`src/rtl/io_pad_mux_ctrl_if.sv`:
```
// Wishbone slave bus bundle for the pad mux controller.
interface io_pad_mux_ctrl_if;
  logic        wbs_stb_i;
  logic        wbs_cyc_i;
  logic        wbs_we_i;
  logic [3:0]  wbs_sel_i;
  logic [31:0] wbs_adr_i;
  logic [31:0] wbs_dat_i;
  logic [31:0] wbs_dat_o;
  logic        wbs_ack_o;

  modport master (
    output wbs_stb_i, wbs_cyc_i, wbs_we_i, wbs_sel_i, wbs_adr_i, wbs_dat_i,
    input  wbs_dat_o, wbs_ack_o
  );

  modport slave (
    input  wbs_stb_i, wbs_cyc_i, wbs_we_i, wbs_sel_i, wbs_adr_i, wbs_dat_i,
    output wbs_dat_o, wbs_ack_o
  );
endinterface

```
`src/rtl/io_pad_mux_ctrl.sv`:
```
// Per-pad function mux (GPIO/ALT1/ALT2/input-only) with Wishbone-programmed selects
// and a tri-state guard period whenever a pad's function changes.
module io_pad_mux_ctrl #(
  parameter int unsigned NPADS = 38,
  parameter int unsigned GUARD = 4
) (
  input  logic             wb_clk_i,
  input  logic             wb_rst_i,
  io_pad_mux_ctrl_if.slave wbs,
  input  logic [NPADS-1:0] gpio_o_i,
  input  logic [NPADS-1:0] gpio_oe_i,
  input  logic [NPADS-1:0] alt1_o_i,
  input  logic [NPADS-1:0] alt1_oe_i,
  input  logic [NPADS-1:0] alt2_o_i,
  input  logic [NPADS-1:0] alt2_oe_i,
  output logic [NPADS-1:0] io_out,
  output logic [NPADS-1:0] io_oeb,
  output logic             busy_o
);

  localparam int unsigned SelW = 2 * NPADS;

  typedef enum logic [1:0] {StIdle, StGuard, StCommit} state_e;

  state_e            state_q, state_d;
  logic [3:0]        cnt_q, cnt_d;
  logic [SelW-1:0]   shadow_q, shadow_d, active_q, active_d;
  logic              lock_q, lock_d;
  logic              ack_q, ack_d;
  logic [31:0]       dat_q, dat_d;
  logic [NPADS-1:0]  io_out_q, io_out_d, io_oeb_q, io_oeb_d;

  logic [2:0]  word;
  logic        is_sel, req, stall, accept;
  logic [95:0] sel_rd;
  logic        unused_adr;

  assign word       = wbs.wbs_adr_i[4:2];
  assign unused_adr = ^{wbs.wbs_adr_i[31:5], wbs.wbs_adr_i[1:0]};
  assign is_sel     = (word < 3'd3);
  assign req        = wbs.wbs_stb_i & wbs.wbs_cyc_i & ~ack_q;
  // SEL writes wait out a switch; everything else is served immediately.
  assign stall      = is_sel & wbs.wbs_we_i & busy_o;
  assign accept     = req & ~stall;
  assign sel_rd     = 96'(shadow_q);

  assign busy_o        = (state_q != StIdle);
  assign wbs.wbs_ack_o = ack_q;
  assign wbs.wbs_dat_o = dat_q;
  assign io_out        = io_out_q;
  assign io_oeb        = io_oeb_q;

  always_ff @(posedge wb_clk_i) begin
    if (wb_rst_i) begin
      state_q  <= StIdle;
      cnt_q    <= '0;
      shadow_q <= '0;
      active_q <= '0;
      lock_q   <= 1'b0;
      ack_q    <= 1'b0;
      dat_q    <= '0;
      io_out_q <= '0;
      io_oeb_q <= '1;
    end else begin
      state_q  <= state_d;
      cnt_q    <= cnt_d;
      shadow_q <= shadow_d;
      active_q <= active_d;
      lock_q   <= lock_d;
      ack_q    <= ack_d;
      dat_q    <= dat_d;
      io_out_q <= io_out_d;
      io_oeb_q <= io_oeb_d;
    end
  end

  // Register access
  always_comb begin
    shadow_d = shadow_q;
    lock_d   = lock_q;
    ack_d    = 1'b0;
    dat_d    = '0;
    if (accept) begin
      ack_d = 1'b1;
      if (wbs.wbs_we_i) begin
        if (is_sel && !lock_q) begin
          for (int i = 0; i < int'(SelW); i++) begin
            if (int'(word) == i / 32 && wbs.wbs_sel_i[(i % 32) / 8]) begin
              shadow_d[i] = wbs.wbs_dat_i[i % 32];
            end
          end
        end else if (word == 3'd3 && wbs.wbs_sel_i[0] && wbs.wbs_dat_i[0]) begin
          lock_d = 1'b1;
        end
      end else begin
        case (word)
          3'd0:    dat_d = sel_rd[31:0];
          3'd1:    dat_d = sel_rd[63:32];
          3'd2:    dat_d = sel_rd[95:64];
          3'd3:    dat_d = {31'b0, lock_q};
          3'd4:    dat_d = {30'b0, lock_q, busy_o};
          default: dat_d = '0;
        endcase
      end
    end
  end

  // Switch sequencer
  always_comb begin
    state_d  = state_q;
    cnt_d    = cnt_q;
    active_d = active_q;
    case (state_q)
      StIdle: begin
        if (shadow_q != active_q) begin
          state_d = StGuard;
          cnt_d   = 4'(GUARD - 1);
        end
      end
      StGuard: begin
        if (cnt_q == 4'd0) state_d = StCommit;
        else               cnt_d   = cnt_q - 4'd1;
      end
      StCommit: begin
        active_d = shadow_q;
        state_d  = StIdle;
      end
      default: state_d = StIdle;
    endcase
  end

  // Pad mux; changing pads stay tri-stated through COMMIT so the old function never reappears.
  always_comb begin
    io_out_d = '0;
    io_oeb_d = '1;
    for (int n = 0; n < int'(NPADS); n++) begin
      case (active_q[2*n +: 2])
        2'd0: begin
          io_out_d[n] = gpio_o_i[n];
          io_oeb_d[n] = ~gpio_oe_i[n];
        end
        2'd1: begin
          io_out_d[n] = alt1_o_i[n];
          io_oeb_d[n] = ~alt1_oe_i[n];
        end
        2'd2: begin
          io_out_d[n] = alt2_o_i[n];
          io_oeb_d[n] = ~alt2_oe_i[n];
        end
        default: begin
          io_out_d[n] = 1'b0;
          io_oeb_d[n] = 1'b1;
        end
      endcase
      if (busy_o && (shadow_q[2*n +: 2] != active_q[2*n +: 2])) begin
        io_out_d[n] = 1'b0;
        io_oeb_d[n] = 1'b1;
      end
    end
  end

endmodule

```
`src/flat_wrapper.sv`:
```
// flat-port wrapper written by rule: the top's interface ports become plain ports
module io_pad_mux_ctrl_flat 
#(
  parameter int unsigned NPADS = 38,
  parameter int unsigned GUARD = 4
)
  (wb_clk_i, wb_rst_i, gpio_o_i, gpio_oe_i, alt1_o_i, alt1_oe_i, alt2_o_i, alt2_oe_i, io_out, io_oeb, busy_o, wbs_wbs_stb_i, wbs_wbs_cyc_i, wbs_wbs_we_i, wbs_wbs_sel_i, wbs_wbs_adr_i, wbs_wbs_dat_i, wbs_wbs_dat_o, wbs_wbs_ack_o);
  io_pad_mux_ctrl_if wbs_i ();
  input  logic wb_clk_i;
  input  logic wb_rst_i;
  input  logic [NPADS-1:0] gpio_o_i;
  input  logic [NPADS-1:0] gpio_oe_i;
  input  logic [NPADS-1:0] alt1_o_i;
  input  logic [NPADS-1:0] alt1_oe_i;
  input  logic [NPADS-1:0] alt2_o_i;
  input  logic [NPADS-1:0] alt2_oe_i;
  output logic [NPADS-1:0] io_out;
  output logic [NPADS-1:0] io_oeb;
  output logic busy_o;
  input wire logic [$bits(wbs_i.wbs_stb_i)-1:0] wbs_wbs_stb_i;
  input wire logic [$bits(wbs_i.wbs_cyc_i)-1:0] wbs_wbs_cyc_i;
  input wire logic [$bits(wbs_i.wbs_we_i)-1:0] wbs_wbs_we_i;
  input wire logic [$bits(wbs_i.wbs_sel_i)-1:0] wbs_wbs_sel_i;
  input wire logic [$bits(wbs_i.wbs_adr_i)-1:0] wbs_wbs_adr_i;
  input wire logic [$bits(wbs_i.wbs_dat_i)-1:0] wbs_wbs_dat_i;
  output wire logic [$bits(wbs_i.wbs_dat_o)-1:0] wbs_wbs_dat_o;
  output wire logic [$bits(wbs_i.wbs_ack_o)-1:0] wbs_wbs_ack_o;
  assign wbs_i.wbs_stb_i = wbs_wbs_stb_i;
  assign wbs_i.wbs_cyc_i = wbs_wbs_cyc_i;
  assign wbs_i.wbs_we_i = wbs_wbs_we_i;
  assign wbs_i.wbs_sel_i = wbs_wbs_sel_i;
  assign wbs_i.wbs_adr_i = wbs_wbs_adr_i;
  assign wbs_i.wbs_dat_i = wbs_wbs_dat_i;
  assign wbs_wbs_dat_o = wbs_i.wbs_dat_o;
  assign wbs_wbs_ack_o = wbs_i.wbs_ack_o;
  io_pad_mux_ctrl #(.NPADS(NPADS), .GUARD(GUARD)) u_core (.wb_clk_i(wb_clk_i), .wb_rst_i(wb_rst_i), .wbs(wbs_i), .gpio_o_i(gpio_o_i), .gpio_oe_i(gpio_oe_i), .alt1_o_i(alt1_o_i), .alt1_oe_i(alt1_oe_i), .alt2_o_i(alt2_o_i), .alt2_oe_i(alt2_oe_i), .io_out(io_out), .io_oeb(io_oeb), .busy_o(busy_o));
endmodule
```
`config.mk`:
```
export PLATFORM = sky130hd
export DESIGN_NAME = io_pad_mux_ctrl_flat
export DESIGN_NICKNAME = d
export VERILOG_FILES = /design/src/rtl/io_pad_mux_ctrl_if.sv /design/src/rtl/io_pad_mux_ctrl.sv /design/src/flat_wrapper.sv
export SDC_FILE = /design/constraint.sdc
export NUM_CORES = 1
export LEC_CHECK = 0
export CAP_MARGIN = 40
export CORE_AREA = 2 2 161 163
export CTS_BUF_LIST = sky130_fd_sc_hd__clkbuf_16
export DETAILED_ROUTE_END_ITERATION = 16
export DIE_AREA = 0 0 163 165
export GPL_TIMING_DRIVEN = 0
export PLACE_DENSITY = 0.85
export SLEW_MARGIN = 0
export SYNTH_ARGS = -nofsm -noshare
export SYNTH_HDL_FRONTEND = slang
export SYNTH_SLANG_ARGS = --single-unit
```
`constraint.sdc`:
```
create_clock -name wb_clk_i -period 3 [get_ports wb_clk_i]
set_clock_uncertainty 0.15 [all_clocks]
set_input_delay 0.6 -clock wb_clk_i [delete_from_list [all_inputs] [get_ports wb_clk_i]]
set_output_delay 0.6 -clock wb_clk_i [all_outputs]
set_load 0.01 [all_outputs]
```
==> Yosys cells after proc, flatten, opt, wreduce, memory -nomap -nowiden <==
Cells that the tools add are included.
{ "classes": {"muxes": 84, "n_eq_ne": 126, "n_reduce_logical": 148, "bitwise_logic": 123, "n_lt_le_gt_ge": 1, "addsub": 1} }
{ "ops": {"columns": ["op", "n"], "rows": [
  ["one-hot mux 1 bit (3 select lines)", 76],
  ["one-hot mux 32 bit (5 select lines)", 1],
  ["inverter 1 bit", 118],
  ["== test 2 x 1 -> 1 bit (second input constant)", 39],
  ["== test 2 bit (second input constant)", 39],
  ["logical NOT 2 bit", 39],
  ["inequality test 2 bit", 38],
  ["inequality test 76 bit", 1],
  ["OR reduction 2 bit", 38],
  ["logical AND 1 bit", 51],
  ["AND reduction 4 bit", 11],
  ["== test 3 x 2 -> 1 bit (second input constant)", 3],
  ["2-to-1 mux 4 bit", 2],
  ["one-hot mux 4 bit (2 select lines)", 1],
  ["== test 3 bit (second input constant)", 2],
  ["logical NOT 3 bit", 2],
  ["bitwise AND 1 bit", 5],
  ["logical NOT 4 bit", 1],
  ["2-to-1 mux 2 bit", 2],
  ["inequality test 2 x 1 -> 1 bit (second input constant)", 2],
  ["one-hot mux 2 bit (2 select lines)", 1],
  ["nonzero test 2 bit", 2],
  ["subtractor 4 x 1 -> 4 bit (second input constant)", 1],
  ["== test 3 x 1 -> 1 bit (second input constant)", 1],
  ["7 further kinds", 7]
]} }
{ "word_totals": {"in_bits": 301, "reg_bits": 268} }

==> Logic depth before layout (Yosys ltp) <==
{ "logic_depth": {"word_depth": 7, "depth_mapped": 9} }

==> Worst setup path before layout <==
Ideal clock, no wire load.
{ "synth_timing": {"path_type": "input to register", "start": "input port wbs_wbs_adr_i[3]", "end": "register u_core.shadow_q[53]", "arrival_ns": 1.795, "stages": 7, "path_slack_ns": 0.928, "required_ns": 2.722, "path_cell_list": "buf_6 > a21oi_2 > and4bb_2 > nand2_4 > nor2_8 > mux2i_1 > nor2_1"} }
{ "synth_between": {"elab_chain_cells": 6, "word_cells_on_any_way": 9, "cone_classes": "order compare (1); eq/ne (1); bitwise (4); reduce/logical (3)"} }
{ "synth_lines": {"columns": ["element", "line_no", "text"], "rows": [
  ["from (decl)", "flat_wrapper.sv:24", "input wire logic [$bits(wbs_i.wbs_adr_i)-1:0] wbs_wbs_adr_i;"],
  ["< comparator 3 x 2 -> 1 bit", "io_pad_mux_ctrl.sv:40", "assign is_sel = (word < 3'd3);"],
  ["bitwise AND 1 bit (2 in a row)", "io_pad_mux_ctrl.sv:43", "assign stall = is_sel & wbs.wbs_we_i & busy_o;"],
  ["inverter 1 bit", "io_pad_mux_ctrl.sv:44", "assign accept = req & ~stall;"],
  ["bitwise AND 1 bit", "io_pad_mux_ctrl.sv:44", null],
  ["AND reduction 4 bit (no line) *", null, null],
  ["to (signal assigned)", "io_pad_mux_ctrl.sv:67", "shadow_q <= shadow_d;"],
  ["to (decl)", "io_pad_mux_ctrl.sv:27", "logic [SelW-1:0] shadow_q, shadow_d, active_q, active_d;"]
]} }
Every way passes the cells marked *; elsewhere a longest branch is shown, timed or not.
A chain may end at the register's enable or synchronous reset.

==> Worst setup path after layout <==
{ "layout_timing": {"start": "register u_core.state_q[1]", "end": "output port busy_o"} }
{ "layout_between": {"elab_chain_cells": 1} }
{ "layout_lines": {"columns": ["element", "line_no", "text"], "rows": [
  ["from (decl)", "io_pad_mux_ctrl.sv:25", "state_e state_q, state_d;"],
  ["from (signal assigned)", "io_pad_mux_ctrl.sv:55", "state_q <= StIdle;"],
  ["from (signal assigned)", "io_pad_mux_ctrl.sv:65", "state_q <= state_d;"],
  ["nonzero test 2 bit", "io_pad_mux_ctrl.sv:47", "assign busy_o = (state_q != StIdle);"],
  ["to (decl)", "flat_wrapper.sv:19", "output logic busy_o;"]
]} }
No other way between the ends.

==> flow_summary.ini <==
[run_status]
status = completed

[sta]
worst_pin_slew_ps = 979.1
max_freq_ghz = 0.3356
setup_viol = 0
fin_crit_ps = 2980
finalHoldViolCount = 0
rsz0062_at_grt = false
maxSlewViolCount = 0
period_share_pct = 99.32
hold-worst-slack_ps = 191.8
relSlewSlack_pct = 34.72
fin_ws_ps = 20.42

[hold_path]
min_from = wbs_wbs_adr_i[4]
hold_depth = 3
min_path_type = in2reg
whs_endpoint = u_core.wbs.wbs_dat_o[0]$_SDFF_PP0_

[global_routing]
grt_pass1_wl_um = 66380
grt_max_degree = 20
grt_usage_pct = 32.25
grt_pass1_vias = 12170
antenna_found_initial = 4
overflow = 0

[floorplanning]
rows = 58
dieArea_mm2 = 0.02690
core-area_mm2 = 0.02504
die_x_um = 163
ios = 411
initial_core_util_pct = 49.56
die-height_um = 165

[logic_synthesis]
synth.most_common_cell = dfxtp_1
synth_nets = 1750
synth_area_per_cell_um2 = 8.575
ys_ff_latch = 268
yosysWarnings = 0
yosysTopAreaCell = dfxtp_1
synthFlopType = dfxtp_1
synth_edf_count = 0
synthCells = 1447
synthTopCellsByCount = 268 x dfxtp_1, 197 x nand2_1, 193 x nor2_1
synth_area_leaders = dfxtp_1 43%, mux2i_1 13%, nand2_1 6.0%
synth-seq-area-share_pct = 43.24
synth_area_mm2 = 0.01241
synth.top_cell.area_share_pct = 43.24
yosysUniqueCellTypes = 64
async_flop_share_pct = 0

[critical_path]
ff2ff_path_depth = 7
critPathCaptureType = primary output
path_class = reg2out
start_kind = register
r2r-end = u_core.cnt_q[0]$_SDFFE_PP0P_
reg2reg_from = u_core.active_q[37]$_SDFFE_PP0N_
path_max_fanout = 19
cp_data_required_time_ps = 2250
worst_ep_arrival_time_ps = 2230
regToRegSetupSlack_ps = 400

[clock_tree]
clockRootBuffer = clkbuf_16
cts_tree = yes
cts_made_buffers = 28
cts.sinks = 268
path_clk_slew_ps = 60
post-cts-setup-buffer-count = 0
worstSkewPairLatency_ps = 540
clockBufferDepth = 3
htree_levels = 1

[drt]
wl_um = 45320
dr_wl_met2_um = 21240
wl_met1_um = 16420
drt_pre_antenna_iters = 5
wire_per_inst_um = 20.53
vias = 12530
post-route-drc-count = 0
top_layer = met5
routed-wl-met3_um = 4937
antenna_left = 0
drtIter0Drc = 1244
via_per_inst = 5.678

[place]
hpwlAfterDp_um = 34390
place_ws_ps = -403.1
gp_congestion = 0.9441
dp_cells = 2158
numPortBuffers = 379

[final_layout]
syn_to_final_growth_pct = 41.62
nFillCells = 1979
finalNonFillerCells = 2207
nNetsFinal = 2160
drive_gt1_share_pct = 4.859

[power_and_ir_drop]
power_density_mw_per_mm2 = 488.0
vdd_drop_max_v = 0.0004035
p_leak_nw = 6.227

[job]
max-cap-violations = 0
==> cell type report <==
type	instances	area, um^2	share of cell area, %
Clock inverter	17	178.9	1.018
Multi-Input combinational cell	1045	6467	36.81
Inverter	34	130.1	0.7405
Clock buffer	29	725.7	4.130
Sequential cell	268	5365	30.53
Buffer	99	457.9	2.606
Antenna cell	4	10.01	0.05696
Tap cell	330	412.9	2.350
Timing Repair Buffer	381	3824	21.76
==> worst max-delay path by stage <==
stage                                             endpoint  slack [ps]  cells past startpoint                           start
after floorplan           u_core.shadow_q[53]$_SDFFE_PP0P_         930                      7                wbs_wbs_adr_i[3]
final                                               busy_o          20                      5  u_core.state_q[1]$_SDFFE_PP0P_
after CTS                                           busy_o          10                      5  u_core.state_q[1]$_SDFFE_PP0P_
after global routing                                busy_o          20                      5  u_core.state_q[1]$_SDFFE_PP0P_
after detailed placement      u_core.io_out[23]$_SDFF_PP0_        -400                      6                        wb_rst_i
after global placement         u_core.io_out[1]$_SDFF_PP0_        -720                      5                        wb_rst_i
==> cells by family after synthesis <==
group,share of synthesized area [%]
mux,13.33
compound gates,13.40
xor+xnor,4.417
simple gates,20.77
buf+inv,4.638
flops,43.24
fa+ha+maj,0.2016
==> critical path, stage by stage (launching register included) <==
cell and delay (ps):
dfxtp_1 310, buf_2 190, nor2_4 310, inv_4 160
buf_12 210, clkdlybuf4s50_1 500
==> cells in the final DEF, fill, tap and decap left out, types with 14 or more instances in the layout <==
master,instances
xnor2_1,47
and2_1,15
clkbuf_1,64
o21ai_0,61
a21oi_1,138
nand2_1,197
clkbuf_16,29
nor2_1,193
buf_2,14
dfxtp_1,268
nand2b_1,18
clkdlybuf4s50_1,379
mux2i_1,163
nand3b_1,20
a31oi_1,17
a22oi_1,21
inv_1,37
==> registers in the layout, indices dropped and copies added, names as in the netlist <==
name and count:
u_core.wbs.wbs_ack_o 1, u_core.io_oeb 38, u_core.active_q 76, u_core.wbs.wbs_dat_o 32, u_core.state_q 2, u_core.shadow_q 76, u_core.io_out 38, u_core.lock_q 1
u_core.cnt_q 4
==> metal layers <==
metal	up-vias	GRT usage (%)
met3	171	7.911
met1	5829	37.32
li1	5757	-
met2	772	54.82
met4	2	18.02
met5	-	0
==> stage by stage <==
step           instance area [um^2]  TNS (ps)  total power, W  utilization [%]
2_1_floorplan                 12410         0        0.004324                -
3_3_place_gp                  16610    -31560        0.005069            66.36
3_5_place_dp                  16640    -32410        0.005106            66.48
4_1_cts                       17560         0        0.008556            70.12
5_1_grt                       17570         0        0.008811            70.16
6_report                      17570         0        0.008575            70.18
==> power breakdown <==
group | leakage (nW) | switching, W | total (W) | internal [W]
combinational | 3.59 | 0.000765 | 0.00142 | 0.000655
clock | 0.460 | 0.00141 | 0.00348 | 0.00207
sequential | 2.18 | 0.0000362 | 0.00368 | 0.00364
==> what timing repair did <==
action                     in CTS  in global routing
hold buffers                    0                  0
gates resized for setup         4                  1
hold endpoints to repair        0                  0
setup endpoints to repair       1                  1
pin swaps                       0                  1
Power figures use the tool's default switching activity.
